==> config.mk <==
export PLATFORM = sky130hd
export DESIGN_NAME = ofdm_symbol_sequencer
export DESIGN_NICKNAME = d
export VERILOG_FILES = /design/src/rtl/ofdm_symbol_sequencer.sv
export SDC_FILE = /design/constraint.sdc
export NUM_CORES = 1
export LEC_CHECK = 0
export CORE_MARGIN = 4
export CORE_UTILIZATION = 45
export DETAILED_ROUTE_END_ITERATION = 8
export PLACE_DENSITY = 0.74
export RECOVER_POWER = 50
export SLEW_MARGIN = 0
export SYNTH_ARGS = -nofsm -noshare
export SYNTH_HDL_FRONTEND = slang
export SYNTH_SLANG_ARGS = --single-unit
==> constraint.sdc <==
create_clock -name clk_i -period 8.9 [get_ports clk_i]
set_input_delay 2.67 -clock clk_i [delete_from_list [all_inputs] [get_ports clk_i]]
set_output_delay 2.67 -clock clk_i [all_outputs]
set_load 0.005 [all_outputs]
==> src/rtl/ofdm_symbol_sequencer.sv <==
// OFDM symbol slicer ahead of the FFT demodulator: frames the sample stream into CP+FFT symbols with timing metadata.
// Optional sync error counter is enabled by defining OFDM_SEQ_SYNC_ERR_CNT_EN.
module ofdm_symbol_sequencer #(
  parameter int unsigned IN_DW = 32,
  parameter int unsigned NFFT  = 8,
  localparam int unsigned FFT_LEN  = 1 << NFFT,
  localparam int unsigned CP1      = 20 * FFT_LEN / 256,
  localparam int unsigned CP2      = 18 * FFT_LEN / 256,
  localparam int unsigned CPW      = $clog2(CP1),
  localparam int unsigned SFN_W    = $clog2(1023),
  localparam int unsigned SF_W     = $clog2(19),
  localparam int unsigned SYM_W    = $clog2(13),
  localparam int unsigned USER_W   = SFN_W + SF_W + SYM_W + CPW
) (
  input  logic              clk_i,
  input  logic              reset_i,
  input  logic [IN_DW-1:0]  s_axis_in_tdata,
  input  logic              s_axis_in_tvalid,
  input  logic              sync_i,
  input  logic [SFN_W-1:0]  sync_sfn_i,
  input  logic [SF_W-1:0]   sync_subframe_i,
  input  logic [SYM_W-1:0]  sync_symbol_i,
  output logic [IN_DW-1:0]  m_axis_out_tdata,
  output logic [USER_W-1:0] m_axis_out_tuser,
  output logic              m_axis_out_tlast,
  output logic              m_axis_out_tvalid,
  output logic              locked_o
`ifdef OFDM_SEQ_SYNC_ERR_CNT_EN
  ,
  output logic [7:0]        sync_err_cnt_o
`endif
);

  localparam int unsigned SFN_MAX  = 1023;
  localparam int unsigned SF_LAST  = 19;
  localparam int unsigned SYM_LAST = 13;
  localparam int unsigned CNT_W    = $clog2(CP1 + FFT_LEN);

  typedef enum logic {IDLE = 1'b0, RUN = 1'b1} state_t;

  state_t             state_q, state_d;
  logic [SFN_W-1:0]   sfn_q, sfn_d;
  logic [SF_W-1:0]    sf_q, sf_d;
  logic [SYM_W-1:0]   sym_q, sym_d;
  logic [CPW-1:0]     cp_q, cp_d;
  logic [CNT_W-1:0]   cnt_q, cnt_d;
  logic [IN_DW-1:0]   tdata_d;
  logic [USER_W-1:0]  tuser_d;
  logic               tlast_d, tvalid_d;
  logic               sync_ok;

  // Out-of-range symbol/subframe pulses are dropped entirely
  assign sync_ok = sync_i && (sync_symbol_i <= SYM_W'(SYM_LAST))
                          && (sync_subframe_i <= SF_W'(SF_LAST));

  always_ff @(posedge clk_i or posedge reset_i) begin
    if (reset_i) begin
      state_q           <= IDLE;
      sfn_q             <= '0;
      sf_q              <= '0;
      sym_q             <= '0;
      cp_q              <= CPW'(CP1);
      cnt_q             <= '0;
      m_axis_out_tdata  <= '0;
      m_axis_out_tuser  <= '0;
      m_axis_out_tlast  <= 1'b0;
      m_axis_out_tvalid <= 1'b0;
      locked_o          <= 1'b0;
    end else begin
      state_q           <= state_d;
      sfn_q             <= sfn_d;
      sf_q              <= sf_d;
      sym_q             <= sym_d;
      cp_q              <= cp_d;
      cnt_q             <= cnt_d;
      m_axis_out_tdata  <= tdata_d;
      m_axis_out_tuser  <= tuser_d;
      m_axis_out_tlast  <= tlast_d;
      m_axis_out_tvalid <= tvalid_d;
      locked_o          <= (state_d == RUN);
    end
  end

  // Sync load first, then the sample (if any) is emitted against the resulting timing
  always_comb begin
    state_d  = state_q;
    sfn_d    = sfn_q;
    sf_d     = sf_q;
    sym_d    = sym_q;
    cp_d     = cp_q;
    cnt_d    = cnt_q;
    tdata_d  = m_axis_out_tdata;
    tuser_d  = m_axis_out_tuser;
    tlast_d  = 1'b0;
    tvalid_d = 1'b0;

    if (sync_ok) begin
      state_d = RUN;
      sfn_d   = sync_sfn_i;
      sf_d    = sync_subframe_i;
      sym_d   = sync_symbol_i;
      cp_d    = (sync_symbol_i == '0) ? CPW'(CP1) : CPW'(CP2);
      cnt_d   = '0;
    end

    if ((state_d == RUN) && s_axis_in_tvalid) begin
      tvalid_d = 1'b1;
      tdata_d  = s_axis_in_tdata;
      tuser_d  = {sfn_d, sf_d, sym_d, cp_d};
      if (cnt_d == CNT_W'(cp_d) + CNT_W'(FFT_LEN - 1)) begin
        tlast_d = 1'b1;
        cnt_d   = '0;
        if (sym_d == SYM_W'(SYM_LAST)) begin
          sym_d = '0;
          if (sf_d == SF_W'(SF_LAST)) begin
            sf_d  = '0;
            sfn_d = (sfn_d == SFN_W'(SFN_MAX)) ? '0 : sfn_d + SFN_W'(1);
          end else begin
            sf_d = sf_d + SF_W'(1);
          end
        end else begin
          sym_d = sym_d + SYM_W'(1);
        end
        cp_d = (sym_d == '0) ? CPW'(CP1) : CPW'(CP2);
      end else begin
        cnt_d = cnt_d + CNT_W'(1);
      end
    end
  end

`ifdef OFDM_SEQ_SYNC_ERR_CNT_EN
  logic sync_err;

  // Registered timing at cnt 0 is already the prediction for a boundary-aligned pulse
  assign sync_err = sync_ok && (state_q == RUN) &&
                    ((sync_sfn_i != sfn_q) || (sync_subframe_i != sf_q) ||
                     (sync_symbol_i != sym_q) || (cnt_q != '0));

  always_ff @(posedge clk_i or posedge reset_i) begin
    if (reset_i) begin
      sync_err_cnt_o <= '0;
    end else if (sync_err && (sync_err_cnt_o != 8'hFF)) begin
      sync_err_cnt_o <= sync_err_cnt_o + 8'd1;
    end
  end
`endif

endmodule

* Yosys cells after proc, flatten, opt, wreduce, memory -nomap -nowiden
Index checks and enable logic that the tools add are counted.
Cells by class: multipliers 0, bitwise gates (word level) 0, equality and inequality tests 4, divide/modulo/power cells 0, shift operators 0, reduce and logical (&&, ||, !) cells 5, add/subtract/negate cells 5, magnitude comparators 2, muxes and demuxes 29
Operators by type and width (number):
- $mux 10 | 6
- $mux 5 | 8
- $mux 9 | 3
- $mux 4 | 6
- $add 10x1->10 const B | 1
- $eq 10x10->1 const B | 1
- $add 5x8->9 const B | 1
- $add 9x1->9 const B | 1
- $eq 9x9->1 | 1
- $logic_not 4->1 | 2
- $mux 3 | 2
- $add 5x1->5 const B | 1
- $eq 5x5->1 const B | 1
- $le 5x5->1 const B | 1
- $add 4x1->4 const B | 1
- $eq 4x4->1 const B | 1
- $le 4x4->1 const B | 1
- $mux 1 | 4
- $logic_and 1x1->1 | 3
Word-level totals: output and inout bits 59, register bits after elaboration 92, RAM bits 0, memory bits (read-only) 0, bits in latches 0, memories 0, word-level logic and storage cells 55

* Depth between registers and ports, before layout
word-level depth 12, mapped depth 16, mapped depth without buffers 13

* Worst setup path before layout
OpenSTA, ideal clock, no wires.
kind input -> register, start input sync_symbol_i[1], end register sfn_q[3], cell stages on the path 15, data arrival time 5.956 ns, setup time 0.125 ns, buffers on the path 3, path slack 2.819 ns, required time 8.775 ns, path through nand3_1 nand3_1 buf_2 buf_2 clkbuf_1 nand2_1 ha_1 and3_1 ha_1 nor4bb_1 a31oi_1 o22ai_1 nand4_2 nor3_1 a2bb2o_1
On the way: word-level cells in the longest chain between the ends 10
RTL lines:
- from (decl) | RTL line 22 | input logic [SYM_W-1:0] sync_symbol_i,
- $le 4x4->1 | RTL line 53 | assign sync_ok = sync_i && (sync_symbol_i <= SYM_W'(SYM_LAST))
- $logic_and 1x1->1 | RTL line 53
- $logic_and 1x1->1 | RTL line 54 | && (sync_subframe_i <= SF_W'(SF_LAST));
- $mux 10 | RTL line 97 | if (sync_ok) begin
- $add 10x1->10 / $eq 10x10->1 (equally long branches) | RTL line 117 | sfn_d = (sfn_d == SFN_W'(SFN_MAX)) ? '0 : sfn_d + SFN_W'(1);
- $mux 10 | RTL line 117
- $mux 10 | RTL line 115 | if (sf_d == SF_W'(SF_LAST)) begin
- $mux 10 | RTL line 113 | if (sym_d == SYM_W'(SYM_LAST)) begin
- $mux 10 | RTL line 110 | if (cnt_d == CNT_W'(cp_d) + CNT_W'(FFT_LEN - 1)) begin
- $mux 10 (*) | RTL line 106 | if ((state_d == RUN) && s_axis_in_tvalid) begin
- via sfn_d[3] | RTL line 42 | logic [SFN_W-1:0] sfn_q, sfn_d;
- to (signal assigned) | RTL line 71 | sfn_q <= sfn_d;
- to (decl) | RTL line 42
The timed path passes the listed nets; every way through them passes the cells marked *. A chain may end at the register's enable or synchronous reset.

* Worst setup path in the final report
start input sync_i, end register sfn_q[3]
On the way: word-level cells in the longest chain between the ends 9
RTL lines:
- from (decl) | RTL line 19 | input logic sync_i,
- $logic_and 1x1->1 (*) | RTL line 53
- $logic_and 1x1->1 (*) | RTL line 54
- $mux 10 | RTL line 97
- $add 10x1->10 / $eq 10x10->1 (equally long branches) | RTL line 117
- $mux 10 | RTL line 117
- $mux 10 | RTL line 115
- $mux 10 | RTL line 113
- $mux 10 | RTL line 110
- $mux 10 (*) | RTL line 106
- via sfn_d[3] | RTL line 42
Marks and branches as above.

==> results.cfg <==
[run_status]
status = finished, violations left
violations = max-capacitance violations, max-slew violations

[placement]
io_buffers = 113
dp_cells = 751
dp_hpwl_um = 9010
gp_congestion = 0.909
pre_cts_slack_ns = 1.73

[global_routing]
grt_overflow = 0
grt_pass1_wl_um = 20000
grt_max_degree = 82
antenna_found_initial = 0
grt_use_total_pct = 20.8
grt_pass1_vias = 4043

[critical_path]
crit_chain = clkdlybuf4s50_1 > inv_1 > nor3_1 > nand2_1 > o21ai_0 > ha_1 > and3_1 > ha_1 > nor4bb_1 > a31oi_1 > o22ai_1 > nand4_2 > nor3_1 > a2bb2o_1
end_kind = flop
arrival_ns = 7.13
cp_slowest_stage_delay_ns = 0.75
timing.critical_path.fanout_max = 17
worstSetupStartpointType = primary input
crit_path_top_delay_cell = clkdlybuf4s50_1
worstPathRequired_ns = 9.15
crit_type = in -> reg

[detailed_routing]
drcViolationCount = 0
wl_per_cell_um = 16.2
drt_pass1_iterations = 5
drtIter0Drc = 229
routed_wl_um = 12400
detail-route-antenna-nets = 0
vias_per_cell = 5.47
dr_total_vias = 4193

[clock_tree]
cts_buffer_depth = 2
clock-sinks = 92
tritoncts = yes
cts_root_buf = clkbuf_8
cts_setup_buffers = 0
clock_latency_ns = 0.36
htreeDepth = 3
clk_pin_slew_ns = 0.10
cts_hold_buf = 0
numCtsBuffers = 9
ctsResizeCount = 0

[cells_and_area]
register_area_um2 = 2300
layout.cells.most_common = nand2_1
drive_above_1_share_pct = 6.35
antenna_cells = 0
fin_nets = 688
multi_input_area_um2 = 2230
area_delta_synth_final_pct = 30.8
mostFrequentLayoutCells = nand2_1, dfrtp_1, dlygate4sd3_1
fillers = 891
post_layout_nonfiller_instances = 766

[job]
drv_cap = 2

[timing]
post-route-period-util_pct = 77.4
fmax_mhz = 145
setup_tns_ns = 0
whs_ns = 0.476
setup_slack_ns = 2.01
relSlewSlack_pct = -82.4
final-max-slew-violation-count = 95
setup_viol_count_final = 0
tightest_slew_ns = 2.74
finalCriticalPeriod_ns = 6.89
finalHoldViolCount = 0
final.setup_skew_ns = 0.0180
rsz0062_at_grt = false

[power]
power.density_nw_per_um2 = 166
total_power_uw = 1020
leakagePower_uw = 0.00276
peakVddDrop_mv = 0.115

[worst_hold_path]
min_path_type = reg -> reg

[yosys]
syn_nets = 580
ys.flop_type = dfrtp_1
yosysSeqAreaShare_pct = 49.0
synth_seq_cells = 92
synth_edf_count = 0
synthesis.area_um2 = 4700
synth-async-reset-ratio_pct = 100
synth_area_per_cell_um2 = 9.07
synthCells = 518
ys_types = 63
yosys_warnings = 0

[floorplanning]
coreArea_um2 = 10200
die-width_um = 110
ios = 114
die_area_um2 = 12100
die_h_um = 110
initial_core_util_pct = 45.9
rows = 37
worst max-delay path, delay by kind of cell:
kind                     cells  cell delay, ns
AO/OA/AOI/OAI                4            0.94
adder cells (fa/ha/maj)      2            0.49
buffers and inverters        2            1.03
AND/OR/NAND/NOR              6            1.99
routing by layer:
| layer | vias to the layer above | GRT usage (%) | part of all wire [%] |
|---|---|---|---|
| met3 | 18 | 3.61 | 4.1 |
| met5 | - | 0 | 0 |
| met2 | 117 | 33.7 | 49 |
| met1 | 2035 | 28.8 | 45 |
| li1 | 2023 | - | - |
| met4 | 0 | 5.89 | 1.9 |
per-stage QoR:
step                      cell area, um2  util, %
final                               6150     60.1
after CTS                           6150     60.1
after floorplan                     4700        -
after global routing                6150     60.1
after global placement              5960     58.2
after detailed placement            5960     58.2
synthesized netlist by cell type, types with 3 or more instances:
cell,instances,area (um2)
a21oi_1,8,40.0
or2_2,3,18.8
o22ai_1,4,25.0
nor2_1,22,82.6
a31oi_1,13,81.3
and3_1,8,50.1
a31o_2,3,26.3
a211o_1,3,26.3
nand3_1,19,95.1
dfrtp_1,90,2250
a41oi_1,3,26.3
mux2i_1,17,170
xor2_1,7,61.3
nand4_1,10,62.6
o31ai_1,5,37.5
nor4b_1,4,35.0
nor3_1,9,45.0
buf_2,3,15.0
xnor2_1,6,52.6
ha_1,7,87.6
nand2b_1,6,37.5
clkbuf_1,15,56.3
nand2_1,150,563
nor4_1,4,25.0
o21ai_0,32,160
and2_1,4,25.0
inv_1,20,75.1
flip-flops by register name (all words and copies together) (netlist names):
signal             count
state_q                1
m_axis_out_tlast       1
cp_q                   5
m_axis_out_tuser      24
cnt_q                  9
sf_q                   5
m_axis_out_tvalid      1
sfn_q                 10
m_axis_out_tdata      32
sym_q                  4
cell type report:
cell class	instances	share of cell area, %
clock buffers	9	2.02
clock inverters	6	1.12
inverters	21	1.30
multi-input cells	384	36.3
flip-flops and latches	92	37.5
well taps	136	2.77
repair buffers	118	19.0
worst paths after layout:
check / startpoint / endpoint / slack (ns) / cells past startpoint
setup / recovery: sync_i / sfn_q[3]$_DFF_PP0_ / 2.01 / 14
hold / removal: m_axis_out_tdata[22]$_DFFE_PP0P_ / m_axis_out_tdata[22]$_DFFE_PP0P_ / 0.48 / 2
setup reg to reg: cp_q[1]$_DFF_PP0_ / sfn_q[3]$_DFF_PP0_ / 5.42 / 10
hold reg to reg: m_axis_out_tdata[22]$_DFFE_PP0P_ / m_axis_out_tdata[22]$_DFFE_PP0P_ / 0.48 / 2
max in group asynchronous: reset_i / cnt_q[7]$_DFF_PP0_ / 2.45 / 3
min in group asynchronous: reset_i / m_axis_out_tvalid$_DFF_PP0_ / 3.21 / 2
kinds of logic (layout without fill, tap and decap cells):
kind of cell / after synthesis / count (layout) / synth area share, %
adder cells (fa/ha/maj): 7 / 7 / 1.86
multiplexers: 18 / 18 / 3.86
AO/OA/AOI/OAI: 90 / 90 / 13.2
XOR/XNOR: 14 / 14 / 2.93
buffers and inverters: 42 / 154 / 3.67
AND/OR/NAND/NOR: 255 / 255 / 25.4
flip-flops: 92 / 92 / 49.0
power by group:
group | total (uW) | switching (uW) | internal, uW
Combinational | 244 | 125 | 120
Clock | 283 | 152 | 131
Sequential | 496 | 30.2 | 465
Total | 1020 | 307 | 716
(Power assumes the default switching activity.)
